### config.mk
export PLATFORM = sky130hd
export DESIGN_NAME = shift_arbiter
export DESIGN_NICKNAME = d
export VERILOG_FILES = /design/src/rtl/shift_arbiter.sv
export SDC_FILE = /design/constraint.sdc
export NUM_CORES = 1
export LEC_CHECK = 0
export BUFFER_PORTS_ARGS = -buffer_cell sky130_fd_sc_hd__buf_4
export CAP_MARGIN = 20
export CORE_ASPECT_RATIO = 2
export CORE_MARGIN = 2
export CORE_UTILIZATION = 25
export CTS_BUF_LIST = sky130_fd_sc_hd__clkbuf_2
export DETAILED_ROUTE_END_ITERATION = 8
export HOLD_SLACK_MARGIN = 0.03
export PLACE_DENSITY_LB_ADDON = 0.05
export SLEW_MARGIN = 40
export SYNTH_ARGS = -nofsm -noshare
export SYNTH_HDL_FRONTEND = slang
export SYNTH_SLANG_ARGS = --single-unit
### constraint.sdc
create_clock -name clk -period 4.1 [get_ports clk]
set_input_delay 0.82 -clock clk [delete_from_list [all_inputs] [get_ports clk]]
set_output_delay 0.82 -clock clk [all_outputs]
set_load 0.03 [all_outputs]
### src/rtl/shift_arbiter.sv
// shift_arbiter: shares one SLL barrel-shifter instance between two
// valid/ready requesters. It grants one requester, registers its operands,
// drives the shifter for exactly one cycle, captures the result and holds it
// on a tagged response channel until the consumer accepts it.
//
// Build option: define SHIFT_ARB_FIXED_PRIO_EN to make requester 0 always
// win a tie (last_grant is still tracked but unused). Without the macro,
// ties are resolved round-robin.

module shift_arbiter #(
  parameter int          DATA_W   = 32,
  parameter logic [5:0]  SLL_CODE = 6'b000010,
  parameter int          CNT_W    = 16
) (
  input  logic              clk,
  input  logic              reset,
  input  logic              req0_valid,
  output logic              req0_ready,
  input  logic [DATA_W-1:0] req0_a,
  input  logic [DATA_W-1:0] req0_b,
  input  logic              req1_valid,
  output logic              req1_ready,
  input  logic [DATA_W-1:0] req1_a,
  input  logic [DATA_W-1:0] req1_b,
  output logic [DATA_W-1:0] sh_dataA,
  output logic [DATA_W-1:0] sh_dataB,
  output logic [5:0]        sh_Signal,
  input  logic [DATA_W-1:0] sh_dataOut,
  output logic              rsp_valid,
  input  logic              rsp_ready,
  output logic [DATA_W-1:0] rsp_data,
  output logic              rsp_id,
  output logic              busy,
  output logic [CNT_W-1:0]  ops_done
);

  typedef enum logic [1:0] {
    IDLE  = 2'd0,
    ISSUE = 2'd1,
    RESP  = 2'd2
  } state_t;

  state_t              state;
  logic                last_grant;

  logic                gnt_any;
  logic                gnt_id;
  logic [DATA_W-1:0]   sel_a;
  logic [DATA_W-1:0]   sel_b;

  logic [DATA_W-1:0]   opa_p0;
  logic [DATA_W-1:0]   opb_p0;
  logic                id_p0;

  logic [DATA_W-1:0]   sh_a_p0;
  logic [DATA_W-1:0]   sh_b_p0;
  logic [5:0]          sh_sig_p0;

  logic [DATA_W-1:0]   rsp_data_p1;
  logic                vld_p1;
  logic                busy_q;
  logic [CNT_W-1:0]    ops_done_q;

  // Tie-break between two simultaneous requests.
  function automatic logic pick_on_tie(input logic last);
`ifdef SHIFT_ARB_FIXED_PRIO_EN
    pick_on_tie = 1'b0;
`else
    pick_on_tie = ~last;
`endif
  endfunction

  // Wrapping increment of the completed-operation counter.
  function automatic logic [CNT_W-1:0] cnt_inc(input logic [CNT_W-1:0] cnt);
    cnt_inc = cnt + CNT_W'(1);
  endfunction

  // Grant decision: only in IDLE and never while reset is being applied,
  // so a handshake can never be taken and then discarded by reset.
  always_comb begin
    gnt_any = 1'b0;
    gnt_id  = 1'b0;
    if (state == IDLE && reset) begin
      if (req0_valid && req1_valid) begin
        gnt_any = 1'b1;
        gnt_id  = pick_on_tie(last_grant);
      end else if (req0_valid) begin
        gnt_any = 1'b1;
        gnt_id  = 1'b0;
      end else if (req1_valid) begin
        gnt_any = 1'b1;
        gnt_id  = 1'b1;
      end
    end
  end

  assign req0_ready = gnt_any & ~gnt_id;
  assign req1_ready = gnt_any &  gnt_id;
  assign sel_a      = gnt_id ? req1_a : req0_a;
  assign sel_b      = gnt_id ? req1_b : req0_b;

  // Arbitration FSM with operand capture, shifter drive and response hold.
  always_ff @(posedge clk) begin
    if (!reset) begin
      state       <= IDLE;
      last_grant  <= 1'b1;
      opa_p0      <= '0;
      opb_p0      <= '0;
      id_p0       <= 1'b0;
      sh_a_p0     <= '0;
      sh_b_p0     <= '0;
      sh_sig_p0   <= 6'b0;
      rsp_data_p1 <= '0;
      vld_p1      <= 1'b0;
      busy_q      <= 1'b0;
      ops_done_q  <= '0;
    end else begin
      case (state)
        // Stage p0: grant edge, operands and requester tag captured.
        IDLE: begin
          if (gnt_any) begin
            opa_p0     <= sel_a;
            opb_p0     <= sel_b;
            id_p0      <= gnt_id;
            last_grant <= gnt_id;
            sh_a_p0    <= sel_a;
            sh_b_p0    <= sel_b;
            sh_sig_p0  <= SLL_CODE;
            busy_q     <= 1'b1;
            state      <= ISSUE;
          end
        end
        // Stage p1: shifter result captured, shifter inputs parked at zero.
        ISSUE: begin
          rsp_data_p1 <= sh_dataOut;
          vld_p1      <= 1'b1;
          sh_a_p0     <= '0;
          sh_b_p0     <= '0;
          sh_sig_p0   <= 6'b0;
          state       <= RESP;
        end
        // Response held until the consumer takes it.
        RESP: begin
          if (rsp_ready) begin
            vld_p1     <= 1'b0;
            busy_q     <= 1'b0;
            ops_done_q <= cnt_inc(ops_done_q);
            state      <= IDLE;
          end
        end
        default: begin
          vld_p1    <= 1'b0;
          busy_q    <= 1'b0;
          sh_a_p0   <= '0;
          sh_b_p0   <= '0;
          sh_sig_p0 <= 6'b0;
          state     <= IDLE;
        end
      endcase
    end
  end

  // The registered shifter drive equals the operand registers during ISSUE
  // and zero elsewhere, so the shared shifter stays quiet between operations.
  assign sh_dataA  = sh_a_p0;
  assign sh_dataB  = sh_b_p0;
  assign sh_Signal = sh_sig_p0;

  assign rsp_valid = vld_p1;
  assign rsp_data  = rsp_data_p1;
  assign rsp_id    = id_p0;
  assign busy      = busy_q;
  assign ops_done  = ops_done_q;

endmodule

==> results.md, run 1 <==
* P&R area growth vs syn at 51.5%
* Period minus WS final at 2.74 ns
* TNS Setup at 0 ns
* Drt pass-1 iters at 4
* Hold Violations, Final at 0
* Hold path depth at 3
* Worst VDD drop at about 0.20 mV
* Fillers at between 1500 and 2000
* Largest net degree at the start of global routing at 69
* Final period util at 66.7%
* Mean number of vias per cell at about 4.4
* Post_cts resized at 0
* Reg2reg setup slack at 2.08 ns
* Post-synthesis sequential area ratio at between 40% and 50%
* Tightest Pin Transition at a little over 0.8 ns
* Core Box Area at approximately 19000 µm²
* Tot Pwr at between 0.002 and 0.003 W
* Die Ht at around 200 µm
* Port Buffers at 282
* Cell Pwr Density at ~380 nW/µm²
* CTS clock-pin slew for the worst setup and hold paths at ~0.19 ns
* Worst skew pair latency at 0.66 ns
* Skew final at between 0.03 and 0.04 ns
* Final setup viols at 0
* Crit Path Category: reg2out
* Met3 GRT Util at roughly 5%
* EDFF count, synth at 0
* Ports at ~290
* Die width at about 100 µm
* Routed Antenna Nets at 0
* R2r worst-path depth at 5
* PnR worst setup slack at 1.36 ns
* Max_cap viols at 0
* Run status: complete, no violations
* Post-synth top flop: dfxtp_1
* Hold crit path type: in2reg
* Arr. time, crit path at approximately 1.9 ns
* Met2 global-route usage at between 20% and 30%
* DRC viols at 0
* Row count at just over 70
* Worst Hold Endpoint: rsp_data[2]
* Initial antenna violation count at 1
* Async set or reset register ratio after synthesis at 0%
* Crit path launch type: register
* Global-route wire length before repair at 24000 µm
* Post-synthesis register bit count at ~120
* Layout cells sized above 1 at 43.1%
* Post-CTS setup buffer count at 0
* Max incr delay on CP at between 0.4 and 0.5 ns
* Syn Inst Count at 472
* Count of different cell masters after synthesis at 39
* Ys Warns at 0
* Fmax at about 370 MHz
* Final Max Slew Viols at 0
* Initial Utilization at about a quarter
* Worst r2r src: state[1]
* Hold_sp: sh_dataOut[2]
* H-tree Lvls at 4
* Starting DRT DRC Count at 104
* Via count of the routed design at 4464
* CTS Sinks at 119
* All-Layer GR Usage at between 10% and 20%
* Vias in the first global route at 4320
* Num CTS Buffers at 17
* Critical Path Fanout Max at 8
* Stages on worst setup path at 5
* Routed wire length at around 16000 µm
* Final #Nets at 909
* Top Family by Delay on Critical Path: simple AND/OR/NAND/NOR gates
* Worst Setup End Kind: primary output
* Leak pwr at around 3.6 nW
* Wire length per cell at between 15 and 20 µm
* Critical Path RT at 3.28 ns
* CTS root buffer: clkbuf_2
* Synth Cell Area at slightly below 5000 µm²
* Critical-path top delay cell: dfxtp_1
* Grt met1 use at approximately 16%
* TritonCTS clock tree: built
* GP Congestion at just over 0.7
* Total grt overflow at 0
* Worst-path cell chain: nor3b_4 > nand3_4 > inv_1 > nor2_1 > buf_4
* Unrepaired setup endpoints after global routing: no
* Headroom to the max-slew limit at 46.3%
* Die area at 20500 µm²
* Avg Inst Size Synth at 10.2 µm²
* DP Worst Slack at 1.55 ns
* GRT busiest layer: met2
* Critical R2R Capture: sh_dataB[18]
* Buffer depth of the longest clock path at 2
* CP Buf/Inv Count at 2
* CTS Hold Bufs at 0
* DPL Wire Length at 11800 µm
-- state kept, by name, indices dropped and copies added, names as in the netlist --
name	flops
busy	1
state	2
rsp_id	1
sh_dataB	32
rsp_valid	1
sh_Signal	1
last_grant	1
ops_done	16
rsp_data	32
sh_dataA	32
-- logic make-up after synthesis --
logic type / Yosys count / synth area share (%)
buffers and inverters: 45 / 5.78
multiplexers: 66 / 13.7
other: 1 / 0.0777
AO/OA/AOI/OAI: 108 / 16.5
AND/OR/NAND/NOR: 122 / 12.5
flip-flops: 119 / 49.4
XOR/XNOR: 10 / 1.82
adder cells (fa/ha/maj): 1 / 0.259
-- per-layer routing --
metal  vias to the layer above  wire length (µm)
met3                        19              1290
met1                      2039              5700
met4                         0               379
met5                         -                 0
li1                       2219                 -
met2                       187              8680
-- placed cells by master (no fill, tap or decap), types with 2 or more instances in the layout --
cell type	instances
nand2_1	77
o21ai_1	2
clkinv_2	4
inv_1	4
xnor2_1	8
nand3b_1	2
clkinv_1	3
dfxtp_1	119
clkbuf_2	18
nand4_1	3
nand4b_1	2
xor2_1	2
o21ai_0	2
mux2i_1	66
a21oi_1	38
conb_1	5
nor2_1	12
nand2b_1	3
nand3_1	6
bufinv_16	3
clkinvlp_4	2
nor3_1	4
buf_4	287
o2bb2ai_1	64
-- how the worst max path moves through the flow --
stage	start	to	slack [ns]
final	state[1]	req0_ready	1.36
after global routing	state[1]	req0_ready	1.11
after CTS	state[1]	req0_ready	1.20
after detailed placement	reset	req0_ready	1.55
after global placement	reset	sh_dataA[3]	1.40
after floorplan	reset	req0_ready	1.05
-- Yosys cell counts (all sizes together) (3+ instances only) --
| master | count | share of area (%) |
|---|---|---|
| dfxtp | 119 | 49 |
| nand2 | 77 | 6.0 |
| mux2i | 66 | 14 |
| o2bb2ai | 64 | 12 |
| a21oi | 38 | 3.9 |
| buf | 26 | 4.3 |
| clkbuf | 14 | 1.1 |
| nor2 | 12 | 0.93 |
| xnor2 | 8 | 1.5 |
| nand3 | 7 | 0.73 |
| inv | 5 | 0.39 |
| nor3 | 5 | 0.75 |
| o21ai | 5 | 0.75 |
| nand2b | 3 | 0.39 |
| nand4 | 3 | 0.39 |
| nand4b | 3 | 0.86 |
| nor4 | 3 | 0.83 |
-- worst reg2reg max path: stages (launching register included) --
cell	delay (ns)
dfxtp_1	0.61
nor3b_4	0.12
nand3_4	0.10
buf_6	0.60
mux2i_1	0.36
o2bb2ai_1	0.09
-- where the power goes --
| group | switching [W] | internal, W |
|---|---|---|
| Sequential | 0.0000542 | 0.00125 |
| Combinational | 0.000401 | 0.000301 |
| Clock | 0.000443 | 0.000325 |
-- metrics by stage --
step	std cells	utilization [%]	hold slack, ns	area, µm²
CTS	1009	38.8	0.246	7310
detailed placement	979	37.6	0.448	7080
finish	1010	38.8	0.370	7310
global route	1010	38.8	0.244	7310
floorplan	476	-	0.439	4840
global placement	979	37.6	0.444	7080
-- layout make-up --
class                           instances  area (µm²)  share of cell area [%]
Inverter                                5        18.8                   0.257
Tap cell                              255         319                    4.37
Clock inverter                         12         136                    1.87
Antenna cell                            1        2.50                  0.0342
Sequential cell                       119        2380                    32.6
Clock buffer                           18        90.1                    1.23
Multi-Input combinational cell        312        2190                    30.0
Timing Repair Buffer                  288        2170                    29.6
No activity file was read; power rests on OpenSTA's default activity.
==> run 2: changes to the inputs <==
==> constraint.sdc (replaced) <==
create_clock -name clk -period 2.4 [get_ports clk]
set_input_delay 0.48 -clock clk [delete_from_list [all_inputs] [get_ports clk]]
set_output_delay 0.48 -clock clk [all_outputs]
set_load 0.03 [all_outputs]
==> results.md, run 2 (same netlist as run 1, synthesis figures left out) <==
* Run status: complete, no violations
* Largest net degree at the start of global routing at 66
* Launch point of the worst path: reset
* Wire length per cell at about 15 µm
* Crit Path Category: in2out
* H-tree Lvls at 4
* Max_cap viols at 0
* Cell Pwr Density at about 570 nW/µm²
* Critical R2R Capture: sh_dataA[3]
* Period minus WS final at about 2.3 ns
* Fmax at between 400 and 500 MHz
* Starting DRT DRC Count at a little under 90
* Buffer depth of the longest clock path at 2
* Mean number of vias per cell at roughly 4.4
* Leak pwr at 4.28 nW
* TNS Setup at 0 ns
* Port Buffers at 282
* Routed Antenna Nets at 0
* Final setup viols at 0
* Initial Utilization at between 20% and 30%
* Unrepaired setup endpoints after global routing: no
* Final period util at between 90% and 100%
* Worst VDD drop at roughly 0.32 mV
* Die area at between 20000 and 25000 µm²
* Most frequent cells in the layout: buf_4 (289), dlygate4sd3_1 (156), dfxtp_1 (117), nand2_1 (77), mux2i_1 (66)
* Crit path launch type: input port
* Leading cell type in the layout, fill and taps excluded: buf_4
* Global-route wire length before repair at ~27000 µm
* Headroom to the max-slew limit at between 50% and 60%
* R2r worst-path depth at 7
* Hold Violations, Final at 0
* Final #Nets at around 1100
* CTS clock-pin slew for the worst setup and hold paths at about 0.18 ns
* Hold crit path type: in2reg
* PnR worst setup slack at roughly 0.092 ns
* Hold_sp: req1_a[8]
* Critical Path Fanout Max at 10
* Row count at slightly above 70
* Hold path depth at 3
* Vias in the first global route at 5406
* Die Ht at between 200 and 250 µm
* Worst Hold Endpoint: sh_dataA[8]
* Reg2reg setup slack at around 0.18 ns
* Final Max Slew Viols at 0
* Total grt overflow at 0
* Routed wire length at about 18000 µm
* DRC viols at 0
* DP Worst Slack at between 0.4 and 0.5 ns
* Worst r2r src: state[1]
* TritonCTS clock tree: built
* Worst skew pair latency at 0.69 ns
* Arr. time, crit path at 1.83 ns
* Critical Path RT at 1.92 ns
* Die width at roughly 100 µm
* Tightest Pin Transition at around 0.74 ns
* Ports at 288
* Via count of the routed design at 5144
* Layout cells sized above 1 at 36.9%
* Num CTS Buffers at 17
* CTS root buffer: clkbuf_2
* All-Layer GR Usage at between 10% and 20%
* Post-Layout Cell Count at 1174
* WHS at ~0.11 ns
* Skew final at around 0.035 ns
* Drt pass-1 iters at 4
* DPL Wire Length at roughly 12000 µm
* Tot Pwr at a little over 0.005 W
* Core Box Area at between 15000 and 20000 µm²
* Worst Setup End Kind: primary output
* Initial antenna violation count at 2
* P&R area growth vs syn at 86.3%
* CTS Sinks at between 100 and 150
* GP Congestion at 0.723
* DP Cell Count at slightly below 1000
## run 2: changes by cell type in the layout (fill, tap and decap cells not counted), sizes merged
cell	previous run	this run
clkbuf	18	17
dlygate4sd3	0	156
inv	5	6
clkinv	7	9
diode	1	2
buf	288	293
## run 2: how the worst max path moves through the flow
stage / endpoint / slack [ns] / cells past startpoint
finish: req0_ready / 0.09 / 7
CTS: req0_ready / 0.03 / 5
floorplan: req0_ready / 0.03 / 7
global route: req0_ready / 0.004 / 5
detailed placement: sh_dataB[24] / 0.48 / 5
global placement: req0_ready / 0.52 / 6
## run 2: timing repair
| item | in CTS | in global routing |
|---|---|---|
| hold endpoints to repair | 100 | 0 |
| hold buffers | 156 | 0 |
| resized for setup | 5 | 4 |
| endpoints found under the setup margin | 2 | 1 |
| setup buffers | 4 | 0 |
| gates cloned | 0 | 0 |
| pin swaps | 2 | 2 |
## run 2: through the flow
step	instance area (µm²)	utilization (%)
6_report	8990	47.7
5_1_grt	8990	47.7
4_1_cts	8970	47.6
3_5_place_dp	7110	37.7
3_3_place_gp	7110	37.7
2_1_floorplan	4840	-
## run 2: layout make-up
class | count | area, µm²
well taps | 255 | 319
clock buffers | 17 | 85.1
repair buffers | 449 | 3790
inverters | 5 | 21.3
fillers | 1831 | 9840
diodes | 2 | 5.00
multi-input cells | 312 | 2200
clock inverters | 15 | 180
flip-flops and latches | 119 | 2390
## run 2: routing by layer
layer | wire, µm | track usage [%] | part of all wire [%] | vias to the layer above
li1 | - | - | - | 2541
met1 | 6350 | 16.1 | 36 | 2385
met2 | 9860 | 33.2 | 56 | 192
met3 | 1070 | 4.21 | 6.0 | 26
met4 | 482 | 7.24 | 2.7 | 0
met5 | 0 | 0 | 0 | -
## run 2: critical path, cell delays in order
cell and delay [ns]:
dlygate4sd3_1 0.55, buf_6 0.14, nor3b_4 0.29, nand3_4 0.12
inv_4 0.08, nor2_2 0.04, buf_6 0.13
## run 2: power breakdown
group	switching [W]	internal [W]
sequential	0.0000855	0.00214
combinational	0.000756	0.000728
clock	0.000844	0.000585
total	0.00169	0.00345
